$ cat config.mk
export PLATFORM = sky130hd
export DESIGN_NAME = bubble_sort_engine_flat
export DESIGN_NICKNAME = d
export VERILOG_FILES = /design/src/rtl/bubble_sort_if.sv /design/src/rtl/bubble_sort_engine.sv /design/src/flat_wrapper.sv
export SDC_FILE = /design/constraint.sdc
export NUM_CORES = 1
export LEC_CHECK = 0
export CORE_ASPECT_RATIO = 0.75
export CORE_MARGIN = 3
export CORE_UTILIZATION = 45
export DETAILED_ROUTE_END_ITERATION = 8
export PLACE_DENSITY_LB_ADDON = 0.2
export SLEW_MARGIN = 10
export SYNTH_ARGS = -nofsm -noshare
export SYNTH_HDL_FRONTEND = slang
export SYNTH_SLANG_ARGS = --single-unit
$ cat constraint.sdc
create_clock -name clk -period 3.5 [get_ports clk]
set_clock_uncertainty 0.05 [all_clocks]
set_input_delay 0.7 -clock clk [delete_from_list [all_inputs] [get_ports clk]]
set_output_delay 0.7 -clock clk [all_outputs]
set_load 0.01 [all_outputs]
$ cat src/rtl/bubble_sort_if.sv
// Host-side bus of the bubble sort engine: load port, read-back port, control and status.
interface bubble_sort_if #(
    parameter int unsigned WIDTH = 8,
    parameter int unsigned DEPTH = 8,
    parameter int unsigned CNT_W = 16
);
    localparam int unsigned AW = $clog2(DEPTH);

    logic             start;
    logic             descend;
    logic             ld_en;
    logic [AW-1:0]    ld_addr;
    logic [WIDTH-1:0] ld_data;
    logic [AW-1:0]    rd_addr;
    logic [WIDTH-1:0] rd_data;
    logic             busy;
    logic             done;
    logic [CNT_W-1:0] swap_cnt;
    logic [CNT_W-1:0] pass_cnt;

    modport master (
        output start, descend, ld_en, ld_addr, ld_data, rd_addr,
        input  rd_data, busy, done, swap_cnt, pass_cnt
    );

    modport slave (
        input  start, descend, ld_en, ld_addr, ld_data, rd_addr,
        output rd_data, busy, done, swap_cnt, pass_cnt
    );
endinterface

$ cat src/rtl/bubble_sort_engine.sv
// In-place bubble sorter over a DEPTH-entry register array with early exit on a swap-free pass.
// Swap and pass counters are kept for performance monitoring.
module bubble_sort_engine #(
    parameter int unsigned WIDTH = 8,
    parameter int unsigned DEPTH = 8,
    parameter int unsigned CNT_W = 16
) (
    input logic          clk,
    input logic          rst_n,
    bubble_sort_if.slave bus
);
    localparam int unsigned AW = $clog2(DEPTH);

    typedef enum logic [3:0] {
        StIdle, StInit, StRd1, StRd2, StCmp, StWr1, StWr2, StNext, StPassEnd, StDone
    } state_e;

    state_e           state_q;
    logic [WIDTH-1:0] mem_q [DEPTH];
    logic [AW-1:0]    lim_q, j_q;
    logic             swapped_q, dir_q, busy_q, done_q;
    logic [WIDTH-1:0] r1_q, r2_q;
    logic [CNT_W-1:0] swap_cnt_q, pass_cnt_q;

    logic [AW-1:0] j_inc, lim_dec;
    logic          swap, ld_ok, rd_ok;

    assign j_inc   = j_q + 1'b1;
    assign lim_dec = lim_q - 1'b1;
    // Strict compares: equal keys never swap, keeping the sort stable.
    assign swap    = dir_q ? (r1_q < r2_q) : (r1_q > r2_q);

    // Address range checks only matter when DEPTH leaves unused codes in AW bits.
    if (DEPTH == (1 << AW)) begin : g_full_range
        assign ld_ok = 1'b1;
        assign rd_ok = 1'b1;
    end else begin : g_part_range
        assign ld_ok = 32'(bus.ld_addr) < DEPTH;
        assign rd_ok = 32'(bus.rd_addr) < DEPTH;
    end

    always_ff @(posedge clk) begin
        if (!rst_n) begin
            state_q    <= StIdle;
            lim_q      <= '0;
            j_q        <= '0;
            swapped_q  <= 1'b0;
            dir_q      <= 1'b0;
            busy_q     <= 1'b0;
            done_q     <= 1'b0;
            r1_q       <= '0;
            r2_q       <= '0;
            swap_cnt_q <= '0;
            pass_cnt_q <= '0;
            for (int i = 0; i < DEPTH; i++) mem_q[i] <= '0;
        end else begin
            done_q <= 1'b0;
            if (bus.ld_en && !busy_q && ld_ok) mem_q[bus.ld_addr] <= bus.ld_data;
            unique case (state_q)
                StIdle: begin
                    if (bus.start) begin
                        dir_q   <= bus.descend;
                        busy_q  <= 1'b1;
                        state_q <= StInit;
                    end
                end
                StInit: begin
                    lim_q      <= AW'(DEPTH - 1);
                    j_q        <= '0;
                    swapped_q  <= 1'b0;
                    swap_cnt_q <= '0;
                    pass_cnt_q <= CNT_W'(1);
                    state_q    <= StRd1;
                end
                StRd1: begin
                    r1_q    <= mem_q[j_q];
                    state_q <= StRd2;
                end
                StRd2: begin
                    r2_q    <= mem_q[j_inc];
                    state_q <= StCmp;
                end
                StCmp: state_q <= swap ? StWr1 : StNext;
                StWr1: begin
                    mem_q[j_q] <= r2_q;
                    state_q    <= StWr2;
                end
                StWr2: begin
                    mem_q[j_inc] <= r1_q;
                    swapped_q    <= 1'b1;
                    if (swap_cnt_q != '1) swap_cnt_q <= swap_cnt_q + 1'b1;
                    state_q      <= StNext;
                end
                StNext: begin
                    if (j_q == lim_dec) begin
                        state_q <= StPassEnd;
                    end else begin
                        j_q     <= j_inc;
                        state_q <= StRd1;
                    end
                end
                StPassEnd: begin
                    if (!swapped_q || lim_q == AW'(1)) begin
                        state_q <= StDone;
                    end else begin
                        lim_q      <= lim_dec;
                        j_q        <= '0;
                        swapped_q  <= 1'b0;
                        pass_cnt_q <= pass_cnt_q + 1'b1;
                        state_q    <= StRd1;
                    end
                end
                StDone: begin
                    done_q  <= 1'b1;
                    busy_q  <= 1'b0;
                    state_q <= StIdle;
                end
                default: state_q <= StIdle;
            endcase
        end
    end

    assign bus.rd_data  = rd_ok ? mem_q[bus.rd_addr] : '0;
    assign bus.busy     = busy_q;
    assign bus.done     = done_q;
    assign bus.swap_cnt = swap_cnt_q;
    assign bus.pass_cnt = pass_cnt_q;
endmodule
$ cat src/flat_wrapper.sv
// flat-port wrapper written by rule: the top's interface ports become plain ports
module bubble_sort_engine_flat 
#(
    parameter int unsigned WIDTH = 8,
    parameter int unsigned DEPTH = 8,
    parameter int unsigned CNT_W = 16
)
  (clk, rst_n, bus_start, bus_descend, bus_ld_en, bus_ld_addr, bus_ld_data, bus_rd_addr, bus_rd_data, bus_busy, bus_done, bus_swap_cnt, bus_pass_cnt);
  bubble_sort_if #(.WIDTH(WIDTH), .DEPTH(DEPTH), .CNT_W(CNT_W)) bus_i ();
  input logic clk;
  input logic rst_n;
  input wire logic [$bits(bus_i.start)-1:0] bus_start;
  input wire logic [$bits(bus_i.descend)-1:0] bus_descend;
  input wire logic [$bits(bus_i.ld_en)-1:0] bus_ld_en;
  input wire logic [$bits(bus_i.ld_addr)-1:0] bus_ld_addr;
  input wire logic [$bits(bus_i.ld_data)-1:0] bus_ld_data;
  input wire logic [$bits(bus_i.rd_addr)-1:0] bus_rd_addr;
  output wire logic [$bits(bus_i.rd_data)-1:0] bus_rd_data;
  output wire logic [$bits(bus_i.busy)-1:0] bus_busy;
  output wire logic [$bits(bus_i.done)-1:0] bus_done;
  output wire logic [$bits(bus_i.swap_cnt)-1:0] bus_swap_cnt;
  output wire logic [$bits(bus_i.pass_cnt)-1:0] bus_pass_cnt;
  assign bus_i.start = bus_start;
  assign bus_i.descend = bus_descend;
  assign bus_i.ld_en = bus_ld_en;
  assign bus_i.ld_addr = bus_ld_addr;
  assign bus_i.ld_data = bus_ld_data;
  assign bus_i.rd_addr = bus_rd_addr;
  assign bus_rd_data = bus_i.rd_data;
  assign bus_busy = bus_i.busy;
  assign bus_done = bus_i.done;
  assign bus_swap_cnt = bus_i.swap_cnt;
  assign bus_pass_cnt = bus_i.pass_cnt;
  bubble_sort_engine #(.WIDTH(WIDTH), .DEPTH(DEPTH), .CNT_W(CNT_W)) u_core (.clk(clk), .rst_n(rst_n), .bus(bus_i));
endmodule
Yosys cells after proc, flatten, opt, wreduce, memory -nomap -nowiden
Memories as Yosys holds them, arrays and structs flattened. A register that Yosys moved wholly into a read port is not among the register bits.
Cells that the tools add are included.
{"block": "word_totals", "mem_bits_rw": 64, "register_bits": 46, "out_inout_bits": 42, "word_cells": 92, "input_bits": 19, "n_memories": 1}
{"block": "op_classes", "mux": 39, "n_eq_ne": 16, "add_sub_neg": 4, "reduce_logical": 21, "magnitude_cmp": 2}
{"memory": "u_core.mem_q", "depth": 8, "word_bits": 8, "read_ports": 3, "rd_ports_with_merged_regs": 2, "wr": 8, "line": "bubble_sort_engine.sv:19", "source": "logic [WIDTH-1:0] mem_q [DEPTH];"}
{"op": "$pmux W16 S2", "count": 2}
{"op": "$pmux W4 S9", "count": 1}
{"op": "$add A16 B1 Y16 const B", "count": 2}
{"op": "$mux W16", "count": 2}
{"op": "$mux W8", "count": 3}
{"op": "$reduce_or A8 Y1", "count": 3}
{"op": "$mux W3", "count": 6}
{"op": "$mux W1", "count": 17}
{"op": "$eq A4 B3 Y1 const B", "count": 4}
{"op": "$ne A16 B16 Y1 const B", "count": 1}
{"op": "$mux W4", "count": 3}
{"op": "$reduce_and A2 Y1", "count": 5}
{"op": "$pmux W3 S3", "count": 1}
{"op": "$eq A4 B2 Y1 const B", "count": 2}
{"op": "$eq A4 B4 Y1 const B", "count": 2}
{"op": "$gt A8 B8 Y1", "count": 1}
{"op": "$lt A8 B8 Y1", "count": 1}
{"op": "$ne A2 B2 Y1 const B", "count": 3}
{"op": "$pmux W3 S2", "count": 1}
{"op": "$reduce_bool A2 Y1", "count": 3}
{"op": "$reduce_bool A3 Y1", "count": 2}
{"op": "$eq A4 B1 Y1 const B", "count": 1}
{"op": "$logic_not A1 Y1", "count": 4}
{"op": "$logic_not A4 Y1", "count": 1}
{"op": "11 further kinds", "count": 11}

Logic depth before layout (Yosys ltp)
{"block": "depth", "word_depth": 7, "depth_mapped": 7}

Worst setup path before layout
No wires, ideal clock.
{"block": "synth_path", "kind": "in2out", "start": "input bus_rd_addr[1]", "end": "output bus_rd_data[0]", "required_time_ps": 2750, "cell_stages": 4, "path_buffers": 2, "setup_slack_ps": 555, "t_arrival_ps": 2195, "path_cell_list": "clkbuf_1 > buf_2 > mux4_2 > mux2_2"}
{"block": "synth_via", "elab_chain_len": 1}
{"element": "from (decl)", "line": "flat_wrapper.sv:17", "source": "input wire logic [$bits(bus_i.rd_addr)-1:0] bus_rd_addr;"}
{"element": "$mem_v2 Z8 W8"}
{"element": "to (decl)", "line": "flat_wrapper.sv:18", "source": "output wire logic [$bits(bus_i.rd_data)-1:0] bus_rd_data;"}
Every way passes these cells.

Final worst setup path
{"block": "layout_path", "start": "input bus_rd_addr[0]", "end": "output bus_rd_data[7]"}
Same word-level chain as after synthesis.

==> qor.txt <==
Status - complete, no violations
CTS clk-pin slew, worst paths - 60 ps
Drt pass-1 iters - 5
Global-route wire length before repair - 36000 um
Die area - 0.0195 mm2
PwrDens - 398 mW/mm2
Die X - 160 um
TritonCTS Buffers - 17
CTS H-tree lvls - 4
Relative slew slack - 0.341
Vert. Die Dim - 122 um
Area post-placement - 0.00898 mm2
Largest net degree at the start of global routing - 38
Number of hold violations in the final report - 0
Mapped Cells - 752
Asr flop ratio synth - 0
Final non-filler cell total - 1063
Ant. Diodes - 0
Post-Synthesis Cell Area - 0.00805 mm2
DRT Wirelength - 22600 um
Crit path cell chain - clkdlybuf4s50_1, buf_12, mux4_2, mux2_2, clkdlybuf4s50_1
Via density - 6.24
Slowest stage delay, CP - 510 ps
Yosys reg bits - 126
Pre-CTS setup slack - 6.08 ps
Clock period minus worst slack - 3390 ps
Worst Path Required - 2750 ps
Detailed placement HPWL - 16900 um
Clk pwr share - 0.429
All-Layer GR Usage - 0.238
TritonCTS clock tree - built
Max Cap Viol - 0
Crit. End Element - output port
Hold-fix buffers, CTS - 0
Lkg Pwr - 3.56 nW
Most used cell, CP - clkdlybuf4s50_1
Crit share post-route - 0.968
Post-route worst setup slack - 112 ps
Core ar. - 0.0172 mm2
I/O pin cnt - 61
Commonest non-fill, non-tap cell in the layout - nand2_1
Clock buffer depth - 2
Worst Tran Pin Value - 982 ps
Area delta synth->final - 18.7%
Starting Density - 0.468
Vias - 6631
Combinational power share - 0.127
Post-route DRC violation count - 0
Syn_area_per_cell - 10.7 um2
Sw frac - 0.278
WL per Instance - 21.3 um
Share of post-route cells with drive strength above 1 - 0.179
Num rows - 41
RSZ-0062 raised after global routing - no
Worst-skew pair later-pin latency - 430 ps
Flop pwr share - 0.444
Critical path peak fanout - 8
NumNets Final - 846
P_int - 2.74 mW
Post-Layout Inst Area - 0.00955 mm2
Net switching power - 1.06 mW
CP Launch Type - input port
Slew Viols, Final - 0
Syn nets - 784
Sink Count - 126
Worst EP arrival - 2640 ps
Remaining antenna violation count - 0
F_max - 295 MHz
FILL cells - 1418
CP max-delay cell - clkdlybuf4s50_1
Final TNS setup - 0 ps
Vias in the first global route - 6190
Number of distinct library cells after synthesis - 65
Global placer's final weighted congestion - 0.984
Ys flop type - edfxtp_1
Crit path kind - input port to output port
Yosys Warn Count - 0
Leading cell types in the layout, fill and taps excluded - nand2_1 (110), mux2i_1 (93), edfxtp_1 (64), dfxtp_1 (61), clkdlybuf4s50_1 (59)
Placed Cells - 1030
Sequential share of the synthesized area - 0.393
Hold Slack - 431 ps
Initial antenna violation count - 0
HP Class - flop to flop
Grt total ovfl - 0
Port Buffers - 60
Peak VDD IR - 0.328 mV
Final Setup Violations - 0
Detailed Route Iter0 Violations - 805
Number of synthesized flops with an enable pin - 64
Root Buffer - clkbuf_16
-- worst max-delay path: cells and delay by family --
kind | cells | cell delay (ps)
muxes | 2 | 790
buffers and inverters | 3 | 1150
-- routing by layer --
| metal | track usage | share of wire | vias to the layer above |
|---|---|---|---|
| met4 | 0.0602 | 0.012 | 0 |
| met1 | 0.369 | 0.47 | 3247 |
| met2 | 0.326 | 0.42 | 342 |
| met5 | 0 | 0 | - |
| li1 | - | - | 3013 |
| met3 | 0.0636 | 0.10 | 29 |
-- cells by family (layout without fill, tap and decap cells) --
logic type | after synthesis | count (layout) | synth area share
compound gates | 121 | 121 | 0.103
xor+xnor | 4 | 4 | 0.00622
fa+ha+maj | 13 | 13 | 0.0202
buf+inv | 76 | 151 | 0.0428
flops | 126 | 126 | 0.393
mux | 149 | 149 | 0.261
simple gates | 263 | 263 | 0.173
-- cell usage after synthesis (6+ instances only) --
master | number | area, um2
or4_1 | 16 | 120
or3_1 | 9 | 56.3
nor3_1 | 8 | 40.0
inv_1 | 22 | 82.6
nand4_1 | 8 | 50.1
a21oi_1 | 41 | 205
o31ai_1 | 16 | 120
a211oi_1 | 20 | 150
nand2_1 | 110 | 413
nand2b_1 | 13 | 81.3
buf_1 | 10 | 37.5
mux4_2 | 48 | 1080
o211ai_1 | 6 | 45.0
nor4_1 | 12 | 75.1
mux2i_1 | 93 | 931
dfxtp_1 | 62 | 1240
mux2_2 | 8 | 90.1
buf_2 | 23 | 115
nor2_1 | 37 | 139
o21ai_1 | 8 | 40.0
edfxtp_1 | 64 | 1920
clkbuf_1 | 15 | 56.3
ha_1 | 13 | 163
nand3_1 | 12 | 60.1
-- flip-flops by register name (all words and copies together), names as in the netlist --
name	cells
u_core.bus.busy	1
u_core.r1_q	8
u_core.lim_q	3
u_core.dir_q	1
u_core.bus.done	1
u_core.swapped_q	1
u_core.state_q	4
u_core.bus.pass_cnt	16
u_core.mem_q	64
u_core.r2_q	8
u_core.j_q	3
u_core.bus.swap_cnt	16
-- power groups by stage --
stage               logic, mW  clock network [mW]  registers, mW
floorplan               0.333                   0           1.67
global placement        0.457                   0           1.71
detailed placement      0.471                   0           1.71
CTS                     0.478                1.65           1.68
global route            0.525                1.72           1.69
finish                  0.483                1.63           1.69
-- worst paths after layout --
check,startpoint,to,slack (ps),cells after the start
worst max register to register,u_core.j_q[2],u_core.mem_q[7][7],930,4
worst min register to register,u_core.bus.pass_cnt[15],u_core.bus.pass_cnt[15],430,2
worst max-delay path,bus_rd_addr[0],bus_rd_data[7],110,5
worst min-delay path,u_core.bus.pass_cnt[15],u_core.bus.pass_cnt[15],430,2
-- layout make-up --
| type | instances | area [um2] | area share |
|---|---|---|---|
| Clock buffer | 17 | 425 | 0.0445 |
| Sequential cell | 126 | 3160 | 0.331 |
| Clock inverter | 15 | 115 | 0.0121 |
| Tap cell | 236 | 295 | 0.0309 |
| Multi-Input combinational cell | 550 | 4540 | 0.475 |
| Inverter | 22 | 82.6 | 0.00865 |
| Timing Repair Buffer | 97 | 927 | 0.0971 |
-- through the flow --
stage | power [mW] | util
6_report | 3.80 | 0.556
5_1_grt | 3.93 | 0.556
4_1_cts | 3.81 | 0.556
3_5_place_dp | 2.18 | 0.522
3_3_place_gp | 2.17 | 0.522
2_1_floorplan | 2.01 | -
-- timing repair --
item                                    CTS  global route
endpoints found under the setup margin    1             0
resized for setup                         1             0
setup buffers                             0             0
Note: power is estimated with default switching activity, not from simulation.
==> RTL change: new RTL, same settings <==
Make the reset (`rst_n`) asynchronous in one clocked block.
--- a/src/rtl/bubble_sort_engine.sv
+++ b/src/rtl/bubble_sort_engine.sv
@@ -39,7 +39,7 @@
         assign rd_ok = 32'(bus.rd_addr) < DEPTH;
     end
 
-    always_ff @(posedge clk) begin
+    always_ff @(posedge clk or negedge rst_n) begin
         if (!rst_n) begin
             state_q    <= StIdle;
             lim_q      <= '0;
Check against the original RTL: differs if rst_n is asserted again (counterexample within 4 cycles, from zero or initial values and one cycle with rst_n low); with rst_n held inactive, the same outputs for 4 cycles.
==> RTL change against the unedited design <==
- synthesized cell count increased by 19%
- count of clock-buffer cells in the layout increased by 5
- fmax decreased by 1.6%
- critical path depth unchanged
- design area increased by 6.0%
- routed wire length increased by 30%
- area after synthesis increased by 8.0%
- non-clock buffer count decreased by 2
- sequential cell count unchanged
- setup slack got worse by 57 ps
- critical path type unchanged
Power is not compared: it rests on default switching activity, and its combinational part moved more than twofold at a synthesized area within 25%.
==> RTL change: results (changes against the unedited design) <==
Mapped Avg Cell Area=9.75 sq um (-8.9%); Detailed Place HPWL=19,400 um (+15%); PD cells=806 mW/mm^2; outcome=complete, no violations; slack of the critical path=54.9 ps (-56.8 ps); Place WS=72.1 ps (+66.0 ps); met3 Use GR=9.35% (+3.0 points); pin count of the biggest net entering global routing=72 (+89%); Layout Cells excl Fill=1,175 (+11%); met3 routed WL=3390 um (+43%); Crit Path Max Fanout=16 (+8); GP Congestion=0.996 (+1.2%); first-pass GRT wire length=45,000 um (+25%); via/cell ratio=6.76 (+8.4%); worst-case reg-to-reg path depth=6 (+2); Met2 Wirelength=12,000 um (+27%); Post-CTS Resized=0 (-1); DR iter-0 viols=1,181 (+47%); fraction of registers with async set/reset=100% (+100 points); layout cells sized above 1=13.4% (-4.5 points); Placed Cells=1,145 (+11%); syn_nets=924 (+18%); M1 wire length=13,200 um (+24%); CP Launch Point=bus_rd_addr[1]; met1 usage=41.7% (+4.9 points); most frequent cells after synthesis=126 x dfrtp_1, 101 x mux2i_1, 68 x o21ai_0; Seq/Total Area, Yosys=36.3% (-3.0 points); RR Startpoint=u_core.j_q[0]; Hold Crit Class=input pin to async pin; WHS=228 ps (-203 ps); gr usage total=27.7% (+4.0 points); synth top area cells=dfrtp_1 36%, mux2i_1 12%, mux4_2 7.8%, o21ai_0 3.9%, a32oi_1 3.1%; reg-to-reg setup timing slack=730 ps (-200 ps); Slew @ Worst Pin=951 ps (-31.1 ps); DR WL/cell=25.0 um (+17%)
## RTL change: cell count changes after synthesis, sizes merged, moves of 14 or more
cell,delta
and3,+14
nand3,+16
edfxtp,-64
a32oi,+30
dfxtp,-62
dfrtp,+126
a211oi,-19
nand2,-55
a22oi,+36
mux4,-18
clkbuf,+44
o21ai,+57
## RTL change: power by group
part / internal, W / switching [W]
combinational: 0.00164 / 0.00213
sequential: 0.00192 / 0.000812
clock: 0.000997 / 0.000662
## RTL change: kinds of logic (layout without fill, tap and decap cells)
group           count (synthesis)  after routing  synth area share, %
mux                           148            148                 21.6
xor+xnor                        6              6                0.763
buf+inv                       106            142                 4.85
flops                         126            126                 36.3
fa+ha+maj                      13             13                 1.87
simple gates                  260            260                 16.6
compound gates                233            233                 18.0
## RTL change: area by class of cell
type                    count  area share (%)
inverters                  17           0.630
well taps                 247            3.05
multi-input cells         660            51.0
flip-flops and latches    126            31.2
clock inverters             8           0.667
clock buffers              22            4.59
repair buffers             95            8.91
